File: config.mk
export PLATFORM = sky130hd
export DESIGN_NAME = mem_responder
export DESIGN_NICKNAME = d
export VERILOG_FILES = /design/src/rtl/mem_responder.sv
export SDC_FILE = /design/constraint.sdc
export NUM_CORES = 1
export LEC_CHECK = 0
export CORE_AREA = 2 2 93 95
export DETAILED_ROUTE_END_ITERATION = 10
export DIE_AREA = 0 0 95 97
export GPL_TIMING_DRIVEN = 0
export PLACE_DENSITY = 0.89
export SYNTH_ARGS = -nofsm -noshare
export SYNTH_HDL_FRONTEND = slang
export SYNTH_SLANG_ARGS = --single-unit
File: constraint.sdc
create_clock -name CLK -period 1.9 [get_ports CLK]
set_input_delay 0.19 -clock CLK [delete_from_list [all_inputs] [get_ports CLK]]
set_output_delay 0.19 -clock CLK [all_outputs]
set_load 0.01 [all_outputs]
File: src/rtl/mem_responder.sv
// Memory-side responder: services controller requests against a synchronous block RAM
// or a small memory-mapped I/O window, returning read data with a one-cycle ready pulse.
module mem_responder #(
  parameter int          RAM_LATENCY = 1,
  parameter logic [15:0] IO_BASE     = 16'hFF00,
  parameter logic [15:0] IO_OUT_ADDR = 16'hFF00,
  parameter logic [15:0] IO_IN_ADDR  = 16'hFF01
) (
  input  logic        CLK,
  input  logic        CLR,
  input  logic        req,
  input  logic        w1,
  input  logic [15:0] addr1,
  input  logic [15:0] data1,
  output logic [17:0] external_din,
  output logic        ready,
  output logic        err,
  output logic [14:0] ram_addr,
  output logic        ram_we,
  output logic [15:0] ram_wdata,
  input  logic [17:0] ram_rdata,
  output logic [15:0] io_out,
  input  logic [15:0] io_in
);

  typedef enum logic [1:0] {
    IDLE    = 2'd0,
    RD_WAIT = 2'd1,
    RESP    = 2'd2
  } state_t;

  // Counter value on the edge where the RAM read data is valid.
  localparam logic [2:0] LAST_CNT = 3'(RAM_LATENCY - 1);

  state_t      state_r, state_s;
  logic [2:0]  cnt_r, cnt_s;
  logic [17:0] din_r, din_s;
  logic        ready_r, ready_s;
  logic        err_r, err_s;
  logic [14:0] ram_addr_r, ram_addr_s;
  logic        ram_we_r, ram_we_s;
  logic [15:0] ram_wdata_r, ram_wdata_s;
  logic [15:0] io_out_r, io_out_s;

  // State register and all registered outputs.
  always_ff @(posedge CLK or negedge CLR) begin
    if (!CLR) begin
      state_r     <= IDLE;
      cnt_r       <= 3'd0;
      din_r       <= 18'd0;
      ready_r     <= 1'b0;
      err_r       <= 1'b0;
      ram_addr_r  <= 15'd0;
      ram_we_r    <= 1'b0;
      ram_wdata_r <= 16'd0;
      io_out_r    <= 16'd0;
    end else begin
      state_r     <= state_s;
      cnt_r       <= cnt_s;
      din_r       <= din_s;
      ready_r     <= ready_s;
      err_r       <= err_s;
      ram_addr_r  <= ram_addr_s;
      ram_we_r    <= ram_we_s;
      ram_wdata_r <= ram_wdata_s;
      io_out_r    <= io_out_s;
    end
  end

  // Next-state and next-output decode; pulses default low so they last one cycle.
  always_comb begin
    state_s     = state_r;
    cnt_s       = cnt_r;
    din_s       = din_r;
    ready_s     = 1'b0;
    err_s       = 1'b0;
    ram_addr_s  = ram_addr_r;
    ram_we_s    = 1'b0;
    ram_wdata_s = ram_wdata_r;
    io_out_s    = io_out_r;
    case (state_r)
      IDLE: begin
        if (req) begin
          if (!addr1[15]) begin
            ram_addr_s = addr1[14:0];
            if (w1) begin
              ram_we_s    = 1'b1;
              ram_wdata_s = data1;
              ready_s     = 1'b1;
              state_s     = RESP;
            end else begin
              cnt_s   = 3'd0;
              state_s = RD_WAIT;
            end
          end else if (addr1 >= IO_BASE) begin
            ready_s = 1'b1;
            state_s = RESP;
            if (w1 && (addr1 == IO_OUT_ADDR)) begin
              io_out_s = data1;
            end else if (!w1 && (addr1 == IO_IN_ADDR)) begin
              din_s = {2'b00, io_in};
            end else begin
              // Unmapped I/O register: flag it, no side effect beyond clearing read data.
              err_s = 1'b1;
              if (!w1) begin
                din_s = 18'd0;
              end else begin
                din_s = din_r;
              end
            end
          end else begin
            ready_s = 1'b1;
            err_s   = 1'b1;
            state_s = RESP;
            if (!w1) begin
              din_s = 18'd0;
            end else begin
              din_s = din_r;
            end
          end
        end else begin
          state_s = IDLE;
        end
      end
      RD_WAIT: begin
        if (cnt_r == LAST_CNT) begin
          din_s   = ram_rdata;
          ready_s = 1'b1;
          state_s = RESP;
        end else begin
          cnt_s = cnt_r + 3'd1;
        end
      end
      RESP: begin
        state_s = IDLE;
      end
      default: begin
        state_s = IDLE;
      end
    endcase
  end

  assign external_din = din_r;
  assign ready        = ready_r;
  assign err          = err_r;
  assign ram_addr     = ram_addr_r;
  assign ram_we       = ram_we_r;
  assign ram_wdata    = ram_wdata_r;
  assign io_out       = io_out_r;

endmodule

== Word-level counts from Yosys, hierarchy flattened ==
Cells that the tools add are included.

* Input port bits: 70
* Output and inout bits: 68
* Register bits: 73
* Word-level logic and storage cells: 65

* Equality and inequality tests: 10
* Muxes and demuxes: 32
* Bitwise operators: 1
* $lt $le $gt $ge: 1
* Add/subtract/negate cells: 1
* Reductions and logical operators: 11

{| class="wikitable"
|+ Operators with widths
! cell !! number
|-
| 18-bit 2-to-1 mux || 7
|-
| 18-bit case mux with 2 select lines || 1
|-
| 16-bit == test, second input constant || 2
|-
| 16-bit greater-or-equal comparator, second input constant || 1
|-
| 5-bit AND reduction || 3
|-
| 1-bit 2-to-1 mux || 13
|-
| 3-bit 2-to-1 mux || 4
|-
| 2-bit inequality test, second input constant || 6
|-
| 2-bit 2-to-1 mux || 4
|-
| 3-bit case mux with 2 select lines || 1
|-
| 2-bit case mux with 2 select lines || 1
|-
| 4-bit AND reduction || 1
|-
| 3-bit by 1-bit adder with 3-bit output, second input constant || 1
|-
| 3-bit zero test || 1
|-
| 3-bit inequality test, second input constant || 1
|-
| 3-bit AND reduction || 1
|-
| 2-bit by 1-bit == test with 1-bit output, second input constant || 1
|-
| 1-bit logical AND || 2
|-
| 2-bit zero test || 1
|-
| 1-bit case mux with 2 select lines || 1
|-
| 2-bit nonzero test || 1
|-
| 1-bit zero test || 1
|-
| 1-bit NOT || 1
|}

== Depth between registers and ports, before layout ==
Gate-level depths: netlist (run 1).

* Depth after elaboration: 8
* Depth in mapped cells: 8
* Gate-level depth less buffers: 6

== Worst setup path before layout (run 1) ==
Ideal clock, no wire load.

* Path kind: register to register
* From: reg state_r[0]
* To: reg io_out_r[10] (netlist: io_out[10])
* Stages on the path, launching flop included: 5
* Library setup time: 0.125 ns
* Clock period less this slack: 1.733 ns
* Data required time: 1.775 ns
* Arrival: 1.608 ns
* Path slack: 0.167 ns
* Buffers on the path: 1
* Cells stage by stage: dfrtp_1 -> nand3b_1 -> nor4_4 -> buf_6 -> mux2_2

* Longest elaborated chain between the ends: 2

{| class="wikitable"
|+ Ends and longest elaborated chain
! item !! line !! source
|-
| from (decl) || 35 || <nowiki>state_t state_r, state_s;</nowiki>
|-
| from (signal assigned) || 58 || <nowiki>state_r <= state_s;</nowiki>
|-
| 2-bit zero test || 81 || <nowiki>case (state_r)</nowiki>
|-
| 5-bit AND reduction (no line) || -- ||
|-
| to (signal assigned) || 66 || <nowiki>io_out_r <= io_out_s;</nowiki>
|-
| to (decl) || 43 || <nowiki>logic [15:0] io_out_r, io_out_s;</nowiki>
|}

Every way passes these cells.
A chain may end at the register's enable or synchronous reset.

== Final worst setup path (run 1) ==
* From: in addr1[15]
* To: reg io_out_r[9] (netlist: io_out[9])

* Longest elaborated chain between the ends: 3
* Elaborated cells on any way between the ends: 4

{| class="wikitable"
|+ Ends and longest elaborated chain
! item !! line !! source
|-
| from (decl) || 13 || <nowiki>input logic [15:0] addr1,</nowiki>
|-
| branches (longest 2 deep; another with 16-bit greater-or-equal comparator) || -- ||
|-
| 5-bit AND reduction (no line) * || -- ||
|}

Every way passes the cells marked *.

==> qor.yml, run 1 <==
route:
  vias_per_cell: 5.171
  drt_first_pass_iters: 4
  drc: 0
  first_iter_violations: 92
  finalWirelength_um: 8630
  routedWlPerCell_um: 15.83
  dr_total_vias: 2818
  ant_nets: 0
global_routing:
  track_usage_pct: 19.79
  grt_max_degree: 74
  grt_pass1_vias: 2971
  grt_pass1_wl_um: 14300
  grt_antenna_before_repair: 0
  grt_overflow: 0
worst_hold_path:
  worstHoldPathType: "primary input to async pin"
setup_path:
  critPathLaunchType: "primary input"
  path_class: "primary input to flip-flop"
  worstSetupEndpointType: "flip-flop"
  cp.required_ns: 2.12
  crit_fanout: 10
  arrival_ns: 2.04
synth:
  mappedNetlistArea_um2: 3418
  synth_nets: 355
  yosysTopAreaCellShare_pct: 53.44
  yosysWarnings: 0
  post-synth-top-count-cell: "dfrtp_1"
  synth.avg_cell_area_um2: 12.08
  ys_async_sr_fraction_pct: 100.0
  yosysSeqAreaShare_pct: 53.44
  yosys-top-cells-count: "73 x dfrtp_1, 46 x mux2_2, 23 x inv_1, 18 x a21oi_1"
  yosys.cell_types.count: 38
  ys_dominant_reg_cell: "dfrtp_1"
  synth_edf_count: 0
  ys_ff_latch: 73
  synth.largest_area_cell: "dfrtp_1"
  synthCells: 283
  synth_area_leaders: "dfrtp_1 53%, mux2_2 15%, mux2i_1 4.7%"
power_and_ir_drop:
  finalPower_mw: 5.917
  switching_share_pct: 31.76
  power_frac_comb_pct: 43.1
  p_leak_nw: 2.162
  switchingPower_mw: 1.880
  power_frac_clock_pct: 17.0
  internal_power_mw: 4.038
  p_per_area_nw_per_um2: 1150
  p_seq_share_pct: 39.9
  vdd_drop_max_mv: 0.5588
clock_network:
  cts.sinks: 73
  cts_made_buffers: 9
  htreeDepth: 3
  root_buffer: "clkbuf_8"
  hold_buffers: 0
  worstSkewPairLatency_ns: 0.34
  clockBufferDepth: 2
  path_clk_slew_ns: 0.08
  cts_tree: "yes"
placement:
  io_buffers: 136
  place_area_um2: 4908
  pre_cts_ws_ns: -0.5118
  detailed_place_hpwl_um: 6346
  place_congestion: 0.7759
floorplan:
  io_pins: 138
  num_rows: 33
  fp.dieH_um: 97
  die_w_um: 95
  initial_utilization_pct: 42.02
  core_area_um2: 8134
  dieArea_um2: 9215
final_layout:
  stdcell_area_um2: 5146
  syn2layout_area_growth_pct: 50.55
  fin_nets: 507
  final_layout_size_suffix_gt1_share_pct: 19.77
  final_util_pct: 63.27
  antenna_cells: 0
status:
  outcome: "finished, violations left"
  violations: "negative hold slack"
timing:
  finalClockSkew_ns: 0.006487
  setup_viol: 0
  period_minus_slack_ns: 1.815
  timing.final.max_slew_violations: 0
  hold_slack_ns: -0.02407
  worstMarginPinSlew_ns: 0.9023
  slew_headroom_pct: 39.85
  setup_ws_ns: 0.08512
  fin_tns_setup_ns: 0
  post-route-period-util_pct: 95.52
  rsz0062_at_grt: "no"
  fmaxAchievable_mhz: 551.0
  hold_violations: 34
job:
  drv_cap: 0
metal layers:
| layer | track usage, % | share of wire (%) | vias up |
|---|---|---|---|
| met2 | 32.41 | 52 | 108 |
| met4 | 8.361 | 2.2 | 0 |
| li1 | - | - | 1308 |
| met3 | 6.464 | 7.6 | 22 |
| met1 | 23.64 | 38 | 1380 |
| met5 | 0 | 0 | - |
logic make-up after synthesis:
| kind of cell | Yosys count | synth area share (%) |
|---|---|---|
| simple gates | 57 | 11.16 |
| xor+xnor | 1 | 0.2563 |
| flops | 73 | 53.44 |
| fa+ha+maj | 2 | 0.7319 |
| mux | 63 | 20.17 |
| compound gates | 46 | 8.492 |
| buf+inv | 41 | 5.746 |
sequential cells by signal, indices dropped and copies added (netlist names):
name,cells
ram_wdata,16
io_out,16
state_r,2
ram_addr,15
ram_we,1
ready,1
external_din,18
err,1
cnt_r,3
layout by cell type (no fill, tap or decap), drive strengths merged:
| cell | Yosys | final |
|---|---|---|
| a211oi | 1 | 1 |
| a21o | 1 | 1 |
| a21oi | 18 | 18 |
| a22o | 1 | 1 |
| a31oi | 17 | 17 |
| a32oi | 2 | 2 |
| a41oi | 1 | 1 |
| and2 | 1 | 1 |
| and4 | 3 | 3 |
| and4b | 1 | 1 |
| buf | 12 | 18 |
| clkbuf | 6 | 18 |
| clkdlybuf4s50 | 0 | 135 |
| clkinv | 0 | 4 |
| dfrtp | 73 | 73 |
| ha | 2 | 2 |
| inv | 23 | 23 |
| mux2 | 47 | 47 |
| mux2i | 16 | 16 |
| nand2 | 18 | 18 |
| nand2b | 3 | 3 |
| nand3b | 2 | 2 |
| nand4 | 3 | 3 |
| nor2 | 2 | 2 |
| nor2b | 1 | 1 |
| nor3 | 3 | 3 |
| nor3b | 17 | 17 |
| nor4 | 2 | 2 |
| nor4b | 1 | 1 |
| o21ai | 5 | 5 |
| xor2 | 1 | 1 |
power groups by stage:
stage / clock (mW) / combinational [mW] / sequential, mW
2_1_floorplan: 0 / 0.906 / 2.58
3_3_place_gp: 0 / 2.43 / 2.35
3_5_place_dp: 0 / 2.49 / 2.39
4_1_cts: 1.05 / 2.52 / 2.36
5_1_grt: 1.13 / 2.76 / 2.43
6_report: 1.01 / 2.55 / 2.36
through the flow:
stage	instances	hold WS [ns]
detailed placement	524	0.3808
global placement	524	0.4681
floorplan	283	-0.1056
CTS	544	0.006672
finish	545	-0.02407
global route	545	0.05582
worst paths after layout:
path / from / end / slack (ns) / cells after the start
min in group CLK: w1 / external_din[11]$_DFFE_PN0P_ / 0.42 / 5
setup / recovery: addr1[15] / io_out[9]$_DFFE_PN0P_ / 0.09 / 7
max in group asynchronous: CLR / ram_wdata[7]$_DFFE_PN0P_ / 1.33 / 1
hold reg to reg: io_out[6]$_DFFE_PN0P_ / io_out[6]$_DFFE_PN0P_ / 0.50 / 1
hold / removal: CLR / ram_addr[14]$_DFFE_PN0P_ / -0.02 / 1
setup reg to reg: cnt_r[0]$_DFFE_PN0P_ / external_din[7]$_DFFE_PN0P_ / 0.15 / 8
what timing repair did:
action	in CTS	in global routing
pin swaps	1	0
endpoints found under the setup margin	28	11
resized for setup	3	8
buffers inserted	4	2
layout make-up:
cell class	count	area [um^2]
fill	627	2988
sequential	73	1827
multi-input combinational	169	1411
inverter	23	86.33
tap	105	131.4
buffer	17	118.9
clock inverter	4	20.02
timing repair buffer	142	1416
clock buffer	12	135.1
critical path, stage by stage:
cell             delay, ns
clkdlybuf4s50_1       0.62
and4_1                0.26
nand4_1               0.13
nor4_4                0.15
buf_4                 0.17
buf_6                 0.15
mux2_2                0.35
No activity file was read; power rests on OpenSTA's default activity.
==> run 2, diff against run 1 <==
--- a/config.mk
+++ b/config.mk
@@ -10,6 +10,7 @@
 export DIE_AREA = 0 0 95 97
 export GPL_TIMING_DRIVEN = 0
 export PLACE_DENSITY = 0.89
+export SETUP_SLACK_MARGIN = 0.2
 export SYNTH_ARGS = -nofsm -noshare
 export SYNTH_HDL_FRONTEND = slang
 export SYNTH_SLANG_ARGS = --single-unit
==> qor.yml, run 2 (synthesis results as in run 1) <==
status:
  outcome: "finished, violations left"  # unchanged
  violations: "negative hold slack"  # unchanged
timing:
  hold_violations: 4  # was 34
  setup_ws_ns: 0.2511  # was 0.08512 ns
  rsz0062_at_grt: "yes"  # was no
  finalClockSkew_ns: 0.005623  # was 0.006487 ns
  worstMarginPinSlew_ns: 0.9218  # was 0.9023 ns
  post-route-period-util_pct: 86.78  # was 95.52%
  setup_viol: 0  # unchanged
  period_minus_slack_ns: 1.649  # was 1.815 ns
  fmaxAchievable_mhz: 606.5  # was 551.0 MHz
  hold_slack_ns: -0.01397  # was -0.02407 ns
  timing.final.max_slew_violations: 0  # unchanged
  slew_headroom_pct: 38.55  # was 39.85%
clock_network:
  cts_made_buffers: 9  # unchanged
  clockBufferDepth: 2  # unchanged
  cts_tree: "yes"  # unchanged
  worstSkewPairLatency_ns: 0.33  # was 0.34 ns
  htreeDepth: 3  # unchanged
  cts.sinks: 73  # unchanged
  hold_buffers: 0  # unchanged
  root_buffer: "clkbuf_8"  # unchanged
  path_clk_slew_ns: 0.07  # was 0.08 ns
placement:
  pre_cts_ws_ns: -0.5272  # was -0.5118 ns
  detailed_place_hpwl_um: 6382  # was 6346 um
  place_congestion: 0.8050  # was 0.7759
  place_area_um2: 4925  # was 4908 um^2
  io_buffers: 136  # unchanged
power_and_ir_drop:
  p_per_area_nw_per_um2: 1149  # was 1150 nW/um^2
  vdd_drop_max_mv: 0.6261  # was 0.5588 mV
  p_leak_nw: 2.272  # was 2.162 nW
setup_path:
  worstSetupEndpointType: "flip-flop"  # unchanged
  path_class: "flip-flop to flip-flop"  # was primary input to flip-flop
  r2r_cells: 8  # unchanged
  critPathLaunchType: "flip-flop"  # was primary input
  cp.required_ns: 2.16  # was 2.12 ns
  crit_fanout: 10  # unchanged
  r2r_slack_ns: 0.25  # was 0.15 ns
  arrival_ns: 1.91  # was 2.04 ns
global_routing:
  grt_antenna_before_repair: 0  # unchanged
  grt_pass1_wl_um: 14590  # was 14300 um
  grt_max_degree: 74  # unchanged
  grt-busiest-layer: "met2"  # unchanged
  grt_pass1_vias: 3045  # was 2971
  grt_overflow: 0  # unchanged
  globalRouteMet1Util_pct: 23.75  # was 23.64%
  grtUsageMet3_pct: 6.075  # was 6.464%
  track_usage_pct: 20.21  # was 19.79%
  grt_util_met2_pct: 34.75  # was 32.41%
route:
  vias_per_cell: 5.166  # was 5.171
  routedWlPerCell_um: 16.42  # was 15.83 um
  ant_nets: 0  # unchanged
  drt_first_pass_iters: 4  # unchanged
  drc: 0  # unchanged
  dr_total_vias: 2857  # was 2818
  finalWirelength_um: 9083  # was 8630 um
  first_iter_violations: 89  # was 92
final_layout:
  syn2layout_area_growth_pct: 55.42  # was 50.55%
  final_cell_mix: "120 x clkdlybuf4s50_1, 73 x dfrtp_1, 35 x mux2_2, 20 x inv_1, 18 x a21oi_1"  # was 135 x clkdlybuf4s50_1, 73 x dfrtp_1, 46 x mux2_2, 23 x inv_1, 18 x a21oi_1
  layout_commonest_cell: "clkdlybuf4s50_1"  # unchanged
  stdcell_area_um2: 5313  # was 5146 um^2
  final_layout_size_suffix_gt1_share_pct: 22.54  # was 19.77%
  fin_nets: 516  # was 507
  largest_reg_flops: 18  # unchanged
  antenna_cells: 0  # unchanged
floorplan:
  initial_utilization_pct: 42.02  # unchanged
  fp.dieH_um: 97  # unchanged
  core_area_um2: 8134  # unchanged
  dieArea_um2: 9215  # unchanged
  io_pins: 138  # unchanged
  num_rows: 33  # unchanged
  die_w_um: 95  # unchanged
worst_hold_path:
  worstHoldPathType: "primary input to async pin"  # unchanged
job:
  drv_cap: 0  # unchanged
[run 2: cell count changes in the layout (fill, tap and decap cells not counted), sizes merged]
cell,before,now
dlygate4sd2,0,11
buf,18,24
clkdlybuf4s15,0,1
dlymetal6s2s,0,1
bufinv,0,1
clkdlybuf4s50,135,120
clkbuf,18,22
clkinv,4,3
[run 2: worst max-delay path: stages, from the launching register on]
cell      delay [ns]
dfrtp_1         0.39
inv_2           0.09
ha_4            0.14
nand3b_1        0.10
a21o_1          0.22
a41oi_4         0.17
buf_6           0.16
buf_12          0.14
mux2i_1         0.18
[run 2: layout make-up]
| type | count | area (um^2) |
|---|---|---|
| buffer | 18 | 137.6 |
| clock buffer | 11 | 131.4 |
| clock inverter | 4 | 45.04 |
| fill | 628 | 2821 |
| inverter | 23 | 86.33 |
| multi-input combinational | 169 | 1480 |
| sequential | 73 | 1827 |
| tap | 105 | 131.4 |
| timing repair buffer | 150 | 1474 |
[run 2: stage by stage]
step | std cells | power (mW) | TNS (ns) | utilization (%)
final | 553 | 6.103 | 0 | 65.31
after floorplan | 283 | 3.510 | 0 | -
after CTS | 549 | 6.096 | 0 | 64.48
after global placement | 524 | 4.801 | -144.25 | 60.58
after detailed placement | 524 | 4.893 | -16.25 | 60.54
after global routing | 553 | 6.473 | 0 | 65.31
[run 2: metal layers]
| layer | up-vias | routed length, um |
|---|---|---|
| li1 | 1330 | - |
| met1 | 1403 | 3598 |
| met2 | 109 | 4644 |
| met3 | 15 | 700 |
| met4 | 0 | 140 |
| met5 | - | 0 |
[run 2: what timing repair did]
| item | 4_1_cts | 5_1_grt |
|---|---|---|
| gates cloned | 1 | 0 |
| setup buffers | 9 | 4 |
| setup endpoints to repair | 57 | 39 |
| pin swaps | 7 | 4 |
| resized for setup | 32 | 21 |
[run 2: worst paths after layout]
kind,to,startpoint
min,external_din[0]$_DFFE_PN0P_,CLR
max reg2reg,external_din[8]$_DFFE_PN0P_,cnt_r[0]$_DFFE_PN0P_
max,external_din[8]$_DFFE_PN0P_,cnt_r[0]$_DFFE_PN0P_
min reg2reg,ram_wdata[13]$_DFFE_PN0P_,ram_wdata[13]$_DFFE_PN0P_
max in group asynchronous,io_out[5]$_DFFE_PN0P_,CLR
min in group CLK,ram_addr[5]$_DFFE_PN0P_,addr1[5]
[run 2: report_power, final]
group          internal [mW]  total, mW  switching, mW  leakage (nW)
clock network          0.594       1.13          0.537        0.0929
registers               2.06       2.37          0.306         0.932
logic                   1.56       2.61           1.05          1.25
